--- config.mk ---
export PLATFORM = sky130hd
export DESIGN_NAME = counter_bank
export DESIGN_NICKNAME = d
export VERILOG_FILES = /design/src/rtl/counter_bank_pkg.sv /design/src/rtl/counter_chan.sv /design/src/rtl/counter_bank.sv
export SDC_FILE = /design/constraint.sdc
export NUM_CORES = 1
export LEC_CHECK = 0
export ABC_AREA = 1
export BUFFER_PORTS_ARGS = -buffer_cell sky130_fd_sc_hd__buf_2
export CAP_MARGIN = 5
export CORE_AREA = 2 2 75 77
export CTS_BUF_LIST = sky130_fd_sc_hd__clkbuf_8
export DETAILED_ROUTE_END_ITERATION = 7
export DIE_AREA = 0 0 77 79
export PLACE_DENSITY = 0.85
export SLEW_MARGIN = 15
export SYNTH_ARGS = -nofsm -noshare
export SYNTH_HDL_FRONTEND = slang
export SYNTH_SLANG_ARGS = --single-unit
--- constraint.sdc ---
create_clock -name clk -period 3.98 [get_ports clk]
set_input_delay 0.398 -clock clk [delete_from_list [all_inputs] [get_ports clk]]
set_output_delay 0.398 -clock clk [all_outputs]
set_load 0.01 [all_outputs]
--- src/rtl/counter_bank_pkg.sv ---
//------------------------------------------------------------------------------
// counter_bank_pkg : shared constants, helper function and op encoding for the
//                    counter_bank family.
// Rev 1.0 - initial release
//------------------------------------------------------------------------------
`default_nettype none

package counter_bank_pkg;

    localparam int WRAP_SAT  = 0;
    localparam int WRAP_ROLL = 1;

    // Index width that never collapses to zero for a single-channel bank.
    function automatic int clog2_min1(input int n);
        return (n <= 2) ? 1 : $clog2(n);
    endfunction

    typedef enum logic [2:0] {
        OP_HOLD = 3'd0,
        OP_CLR  = 3'd1,
        OP_LOAD = 3'd2,
        OP_INC  = 3'd3,
        OP_DEC  = 3'd4
    } chan_op_e;

endpackage : counter_bank_pkg

`default_nettype wire

--- src/rtl/counter_chan.sv ---
//------------------------------------------------------------------------------
// counter_chan : one WIDTH-bit up/down counter channel with clear/load/inc/dec
//                priority, zero/full flags and overflow/underflow strobes.
//                Optional threshold compare under COUNTER_BANK_THRESH_EN.
// Rev 1.0 - initial release
//------------------------------------------------------------------------------
`default_nettype none

module counter_chan
    import counter_bank_pkg::*;
#(
    parameter int WIDTH = 4,
    parameter int WRAP  = WRAP_SAT
) (
    input  logic             clk,
    input  logic             rst,
    input  logic             i_clr,
    input  logic             i_inc,
    input  logic             i_dec,
    input  logic             i_load,
    input  logic [WIDTH-1:0] i_load_val,
`ifdef COUNTER_BANK_THRESH_EN
    input  logic [WIDTH-1:0] i_thresh,
    output logic             o_above,
`endif
    output logic [WIDTH-1:0] o_count,
    output logic             o_zero,
    output logic             o_full,
    output logic             o_ovf,
    output logic             o_udf
);

    localparam logic [WIDTH-1:0] c_MAX  = {WIDTH{1'b1}};
    localparam logic [WIDTH-1:0] c_ZERO = '0;
    localparam logic [WIDTH-1:0] c_ONE  = WIDTH'(1);

    chan_op_e         w_op;
    logic [WIDTH-1:0] w_next;
    logic             w_ovf;
    logic             w_udf;

    logic [WIDTH-1:0] r_count;
    logic             r_zero;
    logic             r_full;
    logic             r_ovf;
    logic             r_udf;

    // inc and dec together resolve to OP_HOLD, which also suppresses strobes.
    always_comb begin
        w_op = OP_HOLD;
        if (i_clr)
            w_op = OP_CLR;
        else if (i_load)
            w_op = OP_LOAD;
        else if (i_inc && i_dec)
            w_op = OP_HOLD;
        else if (i_dec)
            w_op = OP_DEC;
        else if (i_inc)
            w_op = OP_INC;
    end

    always_comb begin
        w_next = r_count;
        w_ovf  = 1'b0;
        w_udf  = 1'b0;
        case (w_op)
            OP_CLR:  w_next = c_ZERO;
            OP_LOAD: w_next = i_load_val;
            OP_DEC: begin
                if (r_count == c_ZERO)
                    w_udf = 1'b1;
                else
                    w_next = r_count - c_ONE;
            end
            OP_INC: begin
                if (r_count == c_MAX) begin
                    w_ovf  = 1'b1;
                    w_next = (WRAP == WRAP_ROLL) ? c_ZERO : r_count;
                end else begin
                    w_next = r_count + c_ONE;
                end
            end
            default: w_next = r_count;
        endcase
    end

    // Flags are registered from the next-count value so they never lag count.
    always_ff @(posedge clk or posedge rst) begin
        if (rst) begin
            r_count <= c_ZERO;
            r_zero  <= 1'b1;
            r_full  <= 1'b0;
            r_ovf   <= 1'b0;
            r_udf   <= 1'b0;
        end else begin
            r_count <= w_next;
            r_zero  <= (w_next == c_ZERO);
            r_full  <= (w_next == c_MAX);
            r_ovf   <= w_ovf;
            r_udf   <= w_udf;
        end
    end

`ifdef COUNTER_BANK_THRESH_EN
    logic r_above;

    always_ff @(posedge clk or posedge rst) begin
        if (rst)
            r_above <= 1'b0;
        else
            r_above <= (w_next >= i_thresh);
    end

    assign o_above = r_above;
`endif

    assign o_count = r_count;
    assign o_zero  = r_zero;
    assign o_full  = r_full;
    assign o_ovf   = r_ovf;
    assign o_udf   = r_udf;

endmodule : counter_chan

`default_nettype wire

--- src/rtl/counter_bank.sv ---
//------------------------------------------------------------------------------
// counter_bank : bank of NUM_CH independent up/down counters with a shared
//                load port. Optional macro: COUNTER_BANK_THRESH_EN.
// Rev 1.0 - initial release
//------------------------------------------------------------------------------
`default_nettype none

module counter_bank
    import counter_bank_pkg::*;
#(
    parameter int WIDTH    = 4,
    parameter int NUM_CH   = 4,
    parameter int WRAP     = WRAP_SAT,
    parameter int CH_IDX_W = clog2_min1(NUM_CH)
) (
    input  logic                    clk,
    input  logic                    rst,
    input  logic [NUM_CH-1:0]       clr,
    input  logic [NUM_CH-1:0]       inc,
    input  logic [NUM_CH-1:0]       dec,
    input  logic                    load,
    input  logic [CH_IDX_W-1:0]     load_ch,
    input  logic [WIDTH-1:0]        load_val,
`ifdef COUNTER_BANK_THRESH_EN
    input  logic [WIDTH-1:0]        thresh,
    output logic [NUM_CH-1:0]       above,
`endif
    output logic [NUM_CH*WIDTH-1:0] count,
    output logic [NUM_CH-1:0]       zero,
    output logic [NUM_CH-1:0]       full,
    output logic [NUM_CH-1:0]       ovf,
    output logic [NUM_CH-1:0]       udf
);

    logic [NUM_CH-1:0] w_load_en;

    generate
        genvar gi;
        for (gi = 0; gi < NUM_CH; gi = gi + 1) begin : g_chan
            // An out-of-range index matches no channel, so the load is dropped.
            assign w_load_en[gi] = load && (32'(load_ch) == gi);

            counter_chan #(
                .WIDTH (WIDTH),
                .WRAP  (WRAP)
            ) u_chan (
                .clk        (clk),
                .rst        (rst),
                .i_clr      (clr[gi]),
                .i_inc      (inc[gi]),
                .i_dec      (dec[gi]),
                .i_load     (w_load_en[gi]),
                .i_load_val (load_val),
`ifdef COUNTER_BANK_THRESH_EN
                .i_thresh   (thresh),
                .o_above    (above[gi]),
`endif
                .o_count    (count[gi*WIDTH +: WIDTH]),
                .o_zero     (zero[gi]),
                .o_full     (full[gi]),
                .o_ovf      (ovf[gi]),
                .o_udf      (udf[gi])
            );
        end
    endgenerate

endmodule : counter_bank

`default_nettype wire
Word-level counts from Yosys, hierarchy flattened. Index checks and enable logic that the tools add are counted.

Latch bits: 0. Memory bits (writable): 0. Bits in read-only memories: 0. Register bits: 32. Memories: 0. Input bits: 21.

Divide/modulo/power cells: 0. Bitwise gates (word level): 0. Equal/unequal tests: 27. $add $sub $neg: 8. Shifts and indexed selects: 0. $lt $le $gt $ge: 0. Multipliers: 0. Reduce and logical (&&, ||, !) cells: 17. Multiplexer cells: 48.

Operator list (count): 4-bit case mux with 4 select lines (4); 3-bit two-way mux (16); 4-bit equality test, second input constant (8); 4-bit zero test (8); 4-bit two-way mux (8); 3-bit by 2-bit equality test with 1-bit output, second input constant (8); 4-bit by 1-bit adder with 4-bit output, second input constant (4); 1-bit two-way mux (16); 4-bit by 1-bit subtractor with 4-bit output, second input constant (4); 3-bit by 1-bit equality test with 1-bit output, second input constant (4); 3-bit equality test, second input constant (4); 1-bit logical AND (8); 2-bit two-way mux (4); 2-bit equality test, second input constant (2); 2-bit by 1-bit equality test with 1-bit output, second input constant (1); 2-bit zero test (1).

Depth between registers and ports, before layout.
Word-level depth: 8. Mapped depth: 10. Gate-level depth less buffers: 10.

Hierarchy. From an unflattened synthesis, not the netlist that was laid out.

Cell total of the unflattened synthesis: 420. Area, all modules: 3056.7 µm².

Modules (own cells, without submodules): counter_chan at g_chan[0].u_chan ... (cells an instance 104, instances 3, area an instance 753.2 µm²); counter_chan at g_chan[1].u_chan (cells an instance 100, instances 1, area an instance 767.0 µm²); counter_bank (cells an instance 8, instances 1, area an instance 30.0 µm²).

Least setup slack after synthesis. Ideal clock, no wire load.

Path type: register -> register. Start: register g_chan[3].u_chan.r_count[0]. End: register g_chan[3].u_chan.r_full. Data arrival time: 1344 ps. Setup slack: 2521 ps. Required time: 3865 ps. Buffers on the path: 0. Stages on the path, launching flop included: 10. Clock period less this slack: 1459 ps. Library setup time: 115 ps. Cell sequence: dfrtp_1 > inv_1 > ha_1 > nand3_1 > inv_1 > nand2_1 > nand3_1 > nand4_1 > nand2_1 > nor2_1.

Longest elaborated chain between the ends: 4.

RTL lines: start, declared (line counter_chan.sv:42) `logic [WIDTH-1:0] r_count;`; start signal, assigned (line counter_chan.sv:91) `r_count <= c_ZERO;`; start signal, assigned (line counter_chan.sv:97) `r_count <= w_next;`; 4-bit by 1-bit adder with 4-bit output, or another cell as far along (line counter_chan.sv:81) `w_next = r_count + c_ONE;`; 4-bit two-way mux, on equally long branches (line counter_chan.sv:77, counter_chan.sv:71); 4-bit case mux with 4 select lines (*) (line counter_chan.sv:67) `case (w_op)`; net g_chan[3].u_chan.w_next[0] (line counter_chan.sv:38) `logic [WIDTH-1:0] w_next;`; 4-bit equality test (*) (line counter_chan.sv:99) `r_full <= (w_next == c_MAX);`; end signal, assigned (line counter_chan.sv:99); end, declared (line counter_chan.sv:44) `logic r_full;`.

Mark *: on every way through the listed nets, which the timed path passes. The rest lies on a longest branch.

Worst setup path in the final report.
Start: register g_chan[3].u_chan.r_count[0]. End: register g_chan[3].u_chan.r_zero.

Longest elaborated chain between the ends: 4.

RTL lines: 4-bit by 1-bit adder with 4-bit output, or another cell as far along (line counter_chan.sv:81); 4-bit two-way mux, on equally long branches (line counter_chan.sv:77, counter_chan.sv:71); 4-bit case mux with 4 select lines (*) (line counter_chan.sv:67); 4-bit zero test (*) (line counter_chan.sv:98) `r_zero <= (w_next == c_ZERO);`; end signal, assigned (line counter_chan.sv:98); end, declared (line counter_chan.sv:43) `logic r_zero;`.

Every way passes the cells marked *; elsewhere a longest branch is shown, timed or not.

==> key figures <==
Global route
  • Total congestion overflow: 0
  • First-pass GRT wire length: 10.6 mm
  • Antenna violations before repair: 0
  • Largest net degree at the start of global routing: 33
  • Gr usage total: 0.213
  • Vias in the first global route: 2438

Placement
  • Placed cell areas: 0.00280 sq mm
  • Placed Cells: 517
  • Placer congestion estimate: 0.894
  • DP HPWL: 4.68 mm
  • I/O Buffers: 52

Finish
  • Most frequent cells in the layout: 127 x nand2_1, 60 x nand3_1, 59 x nor2_1
  • Final Cell Area: 0.00287 sq mm
  • # diodes: 0
  • Final Util: 0.538
  • FF+latch area: 806 sq um
  • Footprint of the multi-input gates: 0.00143 sq mm
  • NumNets Final: 481
  • Layout cell share with drive strength beyond 1: 0.168
  • Post-Layout Cell Count: 524
  • Commonest non-fill, non-tap cell in the layout: nand2_1
  • Syn-to-layout area delta: 11.7%
  • Layout fillers: 536

Critical path
  • Crit-path max FO: 7
  • R2R depth: 10
  • Reg-to-reg endpoint: g_chan[3].u_chan.o_zero
  • CP Class: flop to flop
  • CP bufs+invs: 2
  • Startpoint Class: flop
  • FF-to-FF Start: g_chan[3].u_chan.o_count[0]
  • Worst path arrival time: 1.91 ns
  • Worst-path cell chain: inv_1 > ha_1 > nand3_1 > inv_1 > nand2_1 > nand3_1 > nand3_1 > nand2_1 > nand2_1 > nor2_1
  • Top Family by Delay on Critical Path: simple AND/OR/NAND/NOR gates
  • Cell count along the critical path: 10
  • Critical Path Max Stage Delay: 0.44 ns
  • Flop2flop setup slack: 2.27 ns
  • Crit. Startpoint: g_chan[3].u_chan.o_count[0]
  • Worst setup EP type: flop
  • Slowest CP cell: dfrtp_1
  • Worst Path Required: 4.18 ns
  • CP Capture Point: g_chan[3].u_chan.o_zero

Clock tree
  • Worst-skew pair later-pin latency: 0.28 ns
  • Inserted Clock Buffers: 5
  • Clock Sinks: 32
  • CTS resizes: 0
  • Hold buffer count at CTS: 0
  • Clk slew on worst S/H paths: 0.07 ns
  • Max Root-Sink Buffers: 2
  • Root buf cell: clkbuf_8
  • H-tree Lvls: 2
  • CTS tree: yes
  • Post CTS Setup Buffer Count: 0

Floorplan
  • Die area: 0.00608 sq mm
  • Die W: 77 microns
  • Starting density of the core: 0.482
  • Rows: 27
  • Boundary pin count: 53
  • Core ar.: 0.00534 sq mm
  • Vert. Die Dim: 79 microns

Logic synthesis
  • Synth Area in Compound Gates: 0.0194
  • Seq cells post-synth: 32
  • Post-synthesis mux area share: 0
  • Syn Inst Count: 411
  • Post-Syn Nets: 440
  • YS warnings: 0
  • Synthesized area: 0.00257 sq mm
  • Post-synthesis simple-gate area fraction: 0.489
  • Post-synth cell types: 21
  • Area share of fa/ha/maj cells after synthesis: 0.0389
  • Syn Area/Cell: 6.26 sq um
  • XOR/XNOR Fraction of Synth Area: 0.0102
  • Largest family of logic cells by synthesized area: simple AND/OR/NAND/NOR gates
  • Part of the Yosys area used for sequential elements: 0.313

Routing
  • Via count: 2659
  • Routed wire length per instance: 11.6 microns
  • DR pass1 iterations: 4
  • 1st-iter DRT viols: 185
  • DRC: 0
  • Post-DRT Antenna Nets: 0
  • Number of vias per cell: 5.07
  • WL final: 6.08 mm

STA
  • Actual slew at the worst max-slew pin: 0.404 ns
  • TNS Setup: 0 ns
  • Hold Worst Slack: 0.191 ns
  • Hold Violations, Final: 0
  • Tcrit/Tclk final: 0.429
  • RSZ-0062 raised after global routing: false
  • Fin. max-slew vios: 0
  • Relative max-transition margin: 0.731
  • Worst Skew: 0.00369 ns
  • Fmax: 0.585 GHz
  • # setup viols final: 0
  • Crit path time final: 1.71 ns

Run status
  • Status: finished, final reports clean

Power
  • Largest vdd supply drop: 0.175 mV
  • Cell leakage power: 0.00169 uW
  • Cell area power density: 341 mW/mm^2

Hold path
  • Worst min path class: input port to async pin

Flow run
  • Count of maximum capacitance violations: 0
## metrics by stage
step	setup slack, ns	power [uW]
after floorplan	2.52	667
after global placement	2.35	741
after detailed placement	2.32	750
after CTS	2.30	983
after global routing	1.99	1060
final	2.27	979
## metal layers
layer | vias to the layer above | GRT usage | part of all wire
met5 | - | 0 | 0
met2 | 96 | 0.368 | 0.47
met4 | 0 | 0.0571 | 0.012
met3 | 8 | 0.0386 | 0.062
li1 | 1370 | - | -
met1 | 1185 | 0.276 | 0.46
## Yosys cell counts
cell type    n  area share
nand2_1    127        0.19
nand3_1     60        0.12
nor2_1      59       0.086
inv_1       53       0.077
dfrtp_1     28        0.27
nand4_1     18       0.044
buf_4       16       0.047
o21ai_0      9       0.017
ha_1         8       0.039
nor3_1       8       0.016
nor2_2       7       0.017
dfstp_2      4       0.041
buf_2        3      0.0058
nand2_2      2      0.0049
nor2_4       2      0.0087
xnor2_1      2      0.0068
a21oi_1      1      0.0019
nand3_2      1      0.0039
nand3b_1     1      0.0029
nor3_2       1      0.0039
xor2_1       1      0.0034
## worst min-delay path by stage
stage	start	to	slack (ns)	cells past startpoint
after floorplan	rst	g_chan[0].u_chan.o_count[0]	0.51	1
after global placement	rst	g_chan[3].u_chan.o_udf	0.50	3
after detailed placement	rst	g_chan[3].u_chan.o_count[3]	0.50	3
after CTS	rst	g_chan[0].u_chan.o_count[1]	0.20	3
after global routing	rst	g_chan[1].u_chan.o_ovf	0.25	3
final	rst	g_chan[2].u_chan.o_ovf	0.19	3
## tightest hold or removal path, stage by stage
cell and delay (ns):
buf_2 0.10, inv_1 0.04, buf_4 0.35
## flip-flops by register name, summed over array words and instances, names as in the netlist
name and count:
g_chan.u_chan.o_ovf 4, g_chan.u_chan.o_zero 4, g_chan.u_chan.o_full 4, g_chan.u_chan.o_count 16, g_chan.u_chan.o_udf 4
## cell families (layout without fill, tap and decap cells)
family                   count (synthesis)  after routing
adder cells (fa/ha/maj)                  8              8
buffers and inverters                   72            113
AND/OR/NAND/NOR                        286            286
AO/OA/AOI/OAI                           10             10
flip-flops                              32             32
XOR/XNOR                                 3              3
## power by group
group	internal, uW	switching [uW]	total [uW]
logic	125	215	340
registers	367	43.7	410
clock network	116	113	229
## final cells by class
type | instances | share of cell area
multi-input combinational | 307 | 0.499
sequential | 32 | 0.280
timing repair buffer | 53 | 0.0932
inverter | 53 | 0.0692
tap | 72 | 0.0313
clock buffer | 5 | 0.0239
clock inverter | 2 | 0.00305
Note: power is estimated with default switching activity, not from simulation.
